### config.mk
export PLATFORM = sky130hd
export DESIGN_NAME = mult_result_collector_flat
export DESIGN_NICKNAME = d
export VERILOG_FILES = /design/src/rtl/mult_result_collector_pkg.sv /design/src/rtl/mult_result_collector_if.sv /design/src/rtl/mult_result_collector_result_fifo.sv /design/src/rtl/mult_result_collector.sv /design/src/flat_wrapper.sv
export SDC_FILE = /design/constraint.sdc
export NUM_CORES = 1
export LEC_CHECK = 0
export CAP_MARGIN = 0
export CORE_AREA = 8 8 150 152
export CTS_BUF_LIST = sky130_fd_sc_hd__clkbuf_4 sky130_fd_sc_hd__clkbuf_8
export CTS_CLUSTER_SIZE = 14
export DETAILED_ROUTE_END_ITERATION = 10
export DIE_AREA = 0 0 158 160
export PLACE_DENSITY = 0.58
export SKIP_LAST_GASP = 1
export SYNTH_ARGS = -nofsm -noshare
export SYNTH_HDL_FRONTEND = slang
export SYNTH_SLANG_ARGS = --single-unit
### constraint.sdc
create_clock -name clock -period 3.3 [get_ports clock]
set_input_delay 0.99 -clock clock [delete_from_list [all_inputs] [get_ports clock]]
set_output_delay 0.99 -clock clock [all_outputs]
set_load 0.01 [all_outputs]
### src/rtl/mult_result_collector_pkg.sv
`default_nettype none
// ============================================================================
// Module   : mult_result_collector_pkg
// Brief    : Widths and constants shared by the multiplier wrapper and collector
// Revision : 1.0
// ============================================================================
package mult_result_collector_pkg;

   localparam int DATA_W      = 32;
   localparam int TAG_W       = 5;
   localparam int MUL_LATENCY = 3;

   // A zero tag marks a pipeline bubble.
   localparam logic [TAG_W-1:0] TAG_NONE = '0;

   typedef struct packed {
      logic [DATA_W-1:0] data;
      logic [TAG_W-1:0]  tag;
   } result_t;

endpackage
`default_nettype wire

### src/rtl/mult_result_collector_if.sv
`default_nettype none
// ============================================================================
// Module   : mult_result_collector_if
// Brief    : Issue, multiplier-result and CDB signals of the result collector
// Revision : 1.0
// ============================================================================
interface mult_result_collector_if;
   import mult_result_collector_pkg::*;

   logic              issue_fire;
   logic              issue_ok;
   logic [DATA_W-1:0] mul_out;
   logic [TAG_W-1:0]  mul_tag;
   logic              cdb_req;
   logic              cdb_grant;
   logic [DATA_W-1:0] cdb_data;
   logic [TAG_W-1:0]  cdb_tag;
   logic              overflow;

   modport slave (
      input  issue_fire, mul_out, mul_tag, cdb_grant,
      output issue_ok, cdb_req, cdb_data, cdb_tag, overflow
   );

   modport master (
      output issue_fire, mul_out, mul_tag, cdb_grant,
      input  issue_ok, cdb_req, cdb_data, cdb_tag, overflow
   );

endinterface
`default_nettype wire

### src/rtl/mult_result_collector_result_fifo.sv
`default_nettype none
// ============================================================================
// Module   : result_fifo
// Brief    : Synchronous DEPTH-entry FIFO of multiplier results, registered head
// Revision : 1.0
// ============================================================================
module result_fifo
   import mult_result_collector_pkg::*;
#(
   parameter int DEPTH = 4
) (
   input  wire logic    clock,
   input  wire logic    reset,
   input  wire logic    push,
   input  wire logic    pop,
   input  wire result_t din,
   output logic         full,
   output logic         empty,
   output result_t      head
);

   localparam int c_ptr_w = $clog2(DEPTH);

   result_t              r_mem [DEPTH];
   logic [c_ptr_w:0]     r_wr_ptr;
   logic [c_ptr_w:0]     r_rd_ptr;
   logic                 w_do_pop;
   logic                 w_do_push;

   // Extra pointer MSB tells a full buffer from an empty one.
   assign empty = (r_wr_ptr == r_rd_ptr);
   assign full  = (r_wr_ptr[c_ptr_w] != r_rd_ptr[c_ptr_w]) &&
                  (r_wr_ptr[c_ptr_w-1:0] == r_rd_ptr[c_ptr_w-1:0]);

   assign w_do_pop  = pop && !empty;
   assign w_do_push = push && (!full || w_do_pop);

   assign head = r_mem[r_rd_ptr[c_ptr_w-1:0]];

   always_ff @(posedge clock) begin
      if (w_do_push) begin
         r_mem[r_wr_ptr[c_ptr_w-1:0]] <= din;
      end
   end

   always_ff @(posedge clock) begin
      if (reset) begin
         r_wr_ptr <= '0;
         r_rd_ptr <= '0;
      end else begin
         if (w_do_push) r_wr_ptr <= r_wr_ptr + 1'b1;
         if (w_do_pop)  r_rd_ptr <= r_rd_ptr + 1'b1;
      end
   end

endmodule
`default_nettype wire

### src/rtl/mult_result_collector.sv
`default_nettype none
// ============================================================================
// Module   : mult_result_collector
// Brief    : Buffers multiplier results for the CDB and meters issue by credits
// Revision : 1.0
// ============================================================================
module mult_result_collector
   import mult_result_collector_pkg::*;
#(
   parameter int DEPTH   = 4,
   parameter int LATENCY = MUL_LATENCY
) (
   input  wire logic               clock,
   input  wire logic               reset,
   mult_result_collector_if.slave  bus
);

   localparam int                    c_cred_w  = $clog2(DEPTH + 1);
   localparam int                    c_drain_w = $clog2(LATENCY + 1);
   localparam logic [c_cred_w-1:0]   c_cred_max = c_cred_w'(DEPTH);
   localparam logic [c_drain_w-1:0]  c_drain_init = c_drain_w'(LATENCY);

   logic [c_drain_w-1:0] r_drain_cnt;
   logic [c_cred_w-1:0]  r_credits;
   logic [c_cred_w-1:0]  w_credits_next;
   logic                 r_overflow;

   logic    w_draining;
   logic    w_capture;
   logic    w_pop;
   logic    w_issue_ok;
   logic    w_issue_acc;
   logic    w_issue_err;
   logic    w_full;
   logic    w_empty;
   result_t w_din;
   result_t w_head;

   assign w_draining  = (r_drain_cnt != '0);
   assign w_capture   = (bus.mul_tag != TAG_NONE) && !w_draining;
   assign w_pop       = !w_empty && bus.cdb_grant;
   assign w_issue_ok  = !w_draining && (r_credits < c_cred_max);
   assign w_issue_acc = bus.issue_fire && w_issue_ok;
   assign w_issue_err = bus.issue_fire && !w_issue_ok;
   assign w_din       = '{data: bus.mul_out, tag: bus.mul_tag};

   result_fifo #(
      .DEPTH (DEPTH)
   ) u_fifo (
      .clock (clock),
      .reset (reset),
      .push  (w_capture),
      .pop   (w_pop),
      .din   (w_din),
      .full  (w_full),
      .empty (w_empty),
      .head  (w_head)
   );

   // The multiplier pipeline is not reset, so stale tags are ignored for LATENCY cycles.
   always_ff @(posedge clock) begin
      if (reset) begin
         r_drain_cnt <= c_drain_init;
      end else if (w_draining) begin
         r_drain_cnt <= r_drain_cnt - 1'b1;
      end
   end

   always_comb begin
      w_credits_next = r_credits;
      if (w_issue_acc && !w_pop) begin
         w_credits_next = r_credits + c_cred_w'(1);
      end else if (!w_issue_acc && w_pop && (r_credits != '0)) begin
         w_credits_next = r_credits - c_cred_w'(1);
      end
   end

   always_ff @(posedge clock) begin
      if (reset) begin
         r_credits  <= '0;
         r_overflow <= 1'b0;
      end else begin
         r_credits <= w_credits_next;
         if ((w_capture && w_full && !w_pop) || w_issue_err) begin
            r_overflow <= 1'b1;
         end
      end
   end

   assign bus.issue_ok = w_issue_ok;
   assign bus.cdb_req  = !w_empty;
   assign bus.cdb_data = w_empty ? '0 : w_head.data;
   assign bus.cdb_tag  = w_empty ? TAG_NONE : w_head.tag;
   assign bus.overflow = r_overflow;

endmodule
`default_nettype wire

### src/flat_wrapper.sv
// flat-port wrapper written by rule: the top's interface ports become plain ports
module mult_result_collector_flat import mult_result_collector_pkg::*;
#(
   parameter int DEPTH   = 4,
   parameter int LATENCY = MUL_LATENCY
)
  (clock, reset, bus_issue_fire, bus_mul_out, bus_mul_tag, bus_cdb_grant, bus_issue_ok, bus_cdb_req, bus_cdb_data, bus_cdb_tag, bus_overflow);
  mult_result_collector_if bus_i ();
  input  wire logic clock;
  input  wire logic reset;
  input wire logic [$bits(bus_i.issue_fire)-1:0] bus_issue_fire;
  input wire logic [$bits(bus_i.mul_out)-1:0] bus_mul_out;
  input wire logic [$bits(bus_i.mul_tag)-1:0] bus_mul_tag;
  input wire logic [$bits(bus_i.cdb_grant)-1:0] bus_cdb_grant;
  output wire logic [$bits(bus_i.issue_ok)-1:0] bus_issue_ok;
  output wire logic [$bits(bus_i.cdb_req)-1:0] bus_cdb_req;
  output wire logic [$bits(bus_i.cdb_data)-1:0] bus_cdb_data;
  output wire logic [$bits(bus_i.cdb_tag)-1:0] bus_cdb_tag;
  output wire logic [$bits(bus_i.overflow)-1:0] bus_overflow;
  assign bus_i.issue_fire = bus_issue_fire;
  assign bus_i.mul_out = bus_mul_out;
  assign bus_i.mul_tag = bus_mul_tag;
  assign bus_i.cdb_grant = bus_cdb_grant;
  assign bus_issue_ok = bus_i.issue_ok;
  assign bus_cdb_req = bus_i.cdb_req;
  assign bus_cdb_data = bus_i.cdb_data;
  assign bus_cdb_tag = bus_i.cdb_tag;
  assign bus_overflow = bus_i.overflow;
  mult_result_collector #(.DEPTH(DEPTH), .LATENCY(LATENCY)) u_core (.clock(clock), .reset(reset), .bus(bus_i));
endmodule
==> metrics.md, run 1 <==
| Metric | Value |
|---|---|
| Status | `finished clean` |
| R2R Setup Slk | `1.26 ns` |
| Total iterations of the first detailed-routing run | `4` |
| Initial antenna violation count | `0` |
| Antenna fix cells | `0` |
| Power per cell area | `556.2 nW/um2` |
| CP max stage cell | `mux4_2` |
| Post-synth EDFFs | `about 150` |
| Critical Path Source Type | `register` |
| CTS Root Cell | `clkbuf_8` |
| Post-Route WL | `12610 um` |
| Max-slew violations | `0` |
| Hold path cells | `2` |
| Worst EP arrival | `2.26 ns` |
| Top FF cell, synth | `edfxtp_1` |
| Final core utilization | `around 41%` |
| Worst Path Required | `roughly 2.3 ns` |
| Area grow syn2layout | `28.26%` |
| Setup Viol. Count Final | `0` |
| Net Sw Power | `slightly above 1000 uW` |
| Rel. slew slack | `65.93%` |
| Final hold viol count | `0` |
| Post-synth cell types | `34` |
| I/O pin count | `81` |
| WP buf/inv | `2` |
| Antenna Nets Post-Route | `0` |
| Worst hold path type | `reg -> reg` |
| CTS buffer count | `17` |
| Met3 routed WL | `851 um` |
| Combinational Power Share | `approximately 17%` |
| Share of cells above drive strength 1 | `about 25%` |
| Clock tree from TritonCTS | `built` |
| Part of the cycle the worst path needs | `98.40%` |
| # Max-Cap Violations | `0` |
| TNS Setup | `0 ns` |
| Slew @ Worst Pin | `just over 0.5 ns` |
| WS Path Type | `reg -> out` |
| Post-Layout Cell Count | `between 700 and 800` |
| Buffers on Ports | `80` |
| Yosys top cell area share | `70.18%` |
| DRC errors left | `0` |
| Nets | `471` |
| Crit path capture type | `output pin` |
| Clk slew on worst S/H paths | `0.08 ns` |
| Synth area leaders | `edfxtp_1 70%, mux4_2 13%, dfxtp_1 4.4%, and2_1 4.0%, ha_1 1.2%` |
| Final hold slack | `0.5176 ns` |
| FF-to-FF End | `u_core.u_fifo.r_mem[0][11]$_DFFE_PP_` |
| Clk buf depth | `2` |
| Int Power | `3484 uW` |
| Clock sinks | `162` |
| Yosys Warn Count | `0` |
| Total power draw | `4517 uW` |
| Pleak | `0.002680 uW` |
| Syn Nets | `360` |
| Die Height | `~160 um` |
| Vias in the first global route | `3431` |
| Synthesized area per cell | `20.30 um2` |
| Crit path max fanout | `12` |
| Gr usage total | `10.41%` |
| Hold path startpoint | `u_core.r_drain_cnt[0]$_SDFFE_PP1P_` |
| Worst R2R Start | `u_core.u_fifo.r_rd_ptr[2]$_SDFFE_PP0P_` |
| Metal1 wirelength | `5411 um` |
| Worst-Skew Late Latency | `0.44 ns` |
| Gp weighted congestion | `just under 0.7` |
| Top achievable clock speed | `0.3079 GHz` |
| Mapped Area | `6332 um2` |
| Worst path cell trace | `buf_12 -> mux4_2 -> and2_1 -> clkdlybuf4s50_1` |
| Hold endpoint | `u_core.r_drain_cnt[0]$_SDFFE_PP1P_` |
| Synth Register Bits | `162` |
| Grt total ovfl | `0` |
| DR top layer | `met4` |
| H-tree depth | `4` |
| Max incr delay on CP | `0.51 ns` |
| Row count | `52` |
| Drt initial violations | `207` |
| Via count | `approximately 3200` |
| Initial Utilization | `31.60%` |
| CP top delay family | `buffers and inverters` |
| Core area | `20040 um2` |
| Die width | `158 um` |
| Tmin final | `around 3.2 ns` |
| Sequential share of the synthesized area | `74.61%` |
| Post-CTS Hold Buffers | `0` |
| Clock network fraction of design power | `31.3%` |
| Via density | `roughly 4.5` |
| Sequential fraction of design power | `between 50 and 60%` |
| First-pass GRT wire length | `19490 um` |
| Placed Instances | `665` |
| WL met2 | `6180 um` |
| Die area | `approximately 25000 um2` |
| Async SR Flop Fraction | `0%` |
| Switching Share | `about 23%` |
| DP HPWL | `8119 um` |
| Worst Skew | `about 0.014 ns` |
| Avg WL per Cell | `17.85 um` |
| Max VDD drop | `0.2231 mV` |
| RSZ-0062 raised after global routing | `yes` |
| Largest net degree at the start of global routing | `31` |
| Post-Syn Instances | `around 310` |
| Synth area leader | `edfxtp_1` |
| Reg2Reg Depth | `5` |
-- cell families after synthesis --
group / Yosys count / synth area share, %
compound gates: 8 / 1.028
xor+xnor: 9 / 1.245
fa+ha+maj: 7 / 1.502
buf+inv: 19 / 1.343
flops: 162 / 74.61
mux: 41 / 13.99
simple gates: 66 / 6.283
-- area by class of cell --
cell class,count,area [um2]
multi-input cells,131,1539
well taps,270,337.8
fillers,1861,11920
flip-flops and latches,162,4730
repair buffers,105,1094
clock inverters,9,107.6
inverters,6,22.52
clock buffers,23,291.5
-- tightest hold or removal path: stages, from the launching register on --
cell and delay (ns):
dfxtp_1 0.35, xor2_1 0.07, nand2b_1 0.06
-- sequential cells by signal (all words and copies together), names as in the netlist, named ones only --
register / cells
u_core.u_fifo.r_mem: 148
u_core.u_fifo.r_wr_ptr: 3
u_core.u_fifo.r_rd_ptr: 3
u_core.r_credits: 3
u_core.bus.overflow: 1
u_core.r_drain_cnt: 2
-- Yosys cell counts (all sizes together), types with 2 or more instances --
master / instances
xnor2: 6
nand3: 3
edfxtp: 148
a21oi: 2
xor2: 3
nand2b: 2
nor2: 11
o21ai: 2
nand2: 3
and2: 40
dfxtp: 14
clkbuf: 6
buf: 7
mux2i: 4
mux4: 37
inv: 6
ha: 6
-- power groups by stage --
stage               clock [uW]  sequential [uW]  combinational (uW)
floorplan                    0             2360                 390
global placement             0             2370                 747
detailed placement           0             2370                 755
CTS                       1470             2330                 790
global route              1550             2340                 846
finish                    1420             2330                 772
-- stage by stage --
| stage | setup slack [ns] | instance area (um2) |
|---|---|---|
| after CTS | -0.03975 | 8084 |
| final | 0.05271 | 8122 |
| after detailed placement | 0.2655 | 7605 |
| after global routing | -0.08495 | 8122 |
| after global placement | 0.2900 | 7605 |
| after floorplan | 0.4682 | 6332 |
-- layout by cell type (no fill, tap or decap), types with 2 or more instances in the layout --
cell type | synthesis | final
and2_2 | 0 | 3
buf_16 | 0 | 2
inv_1 | 6 | 6
edfxtp_1 | 148 | 148
xnor2_1 | 6 | 5
ha_1 | 6 | 6
dfxtp_1 | 14 | 12
a21oi_1 | 2 | 2
nand2_1 | 3 | 3
clkbuf_4 | 0 | 4
buf_4 | 3 | 18
clkinvlp_4 | 0 | 2
nand2b_1 | 2 | 2
and2_1 | 40 | 37
buf_12 | 0 | 5
clkbuf_8 | 0 | 19
clkdlybuf4s50_1 | 0 | 73
bufinv_16 | 0 | 2
dlymetal6s2s_1 | 0 | 3
nor2_1 | 11 | 11
nand3_1 | 3 | 2
clkinv_2 | 0 | 3
xor2_1 | 3 | 3
mux4_2 | 37 | 37
mux2i_1 | 3 | 3
dlygate4sd2_1 | 0 | 4
-- worst max-delay path by stage --
stage	start	end	slack (ns)	cells past startpoint
finish	register	bus_cdb_data[31]	0.05	4
CTS	register	bus_cdb_data[1]	-0.04	4
floorplan	bus_mul_tag[1]	u_core.u_fifo.r_mem[0][0]$_DFFE_PP_	0.47	4
global placement	bus_mul_tag[0]	u_core.u_fifo.r_mem[0][13]$_DFFE_PP_	0.29	6
detailed placement	bus_mul_tag[0]	u_core.u_fifo.r_mem[0][13]$_DFFE_PP_	0.27	6
global route	register	bus_cdb_tag[3]	-0.08	4
-- layer usage --
| metal | track usage [%] | vias to the layer above |
|---|---|---|
| met2 | 16.95 | 86 |
| met4 | 4.202 | 0 |
| met1 | 12.42 | 1617 |
| met3 | 3.482 | 13 |
| met5 | 0 | - |
| li1 | - | 1444 |
-- timing repair --
item / CTS / global route
endpoints found under the setup margin: 34 / 31
gates resized for setup: 9 / 4
setup buffers: 5 / 3
cloned: 1 / 0
endpoints found under the hold margin: 0 / 0
(Power assumes the default switching activity.)
==> run 2, diff against run 1 <==
HOLD_SLACK_MARGIN = 0.15   (was unset)
SLEW_MARGIN = 40   (was unset)
==> results of run 2 <==
No change in the layout: final DEF, timing and power equal those of run 1.
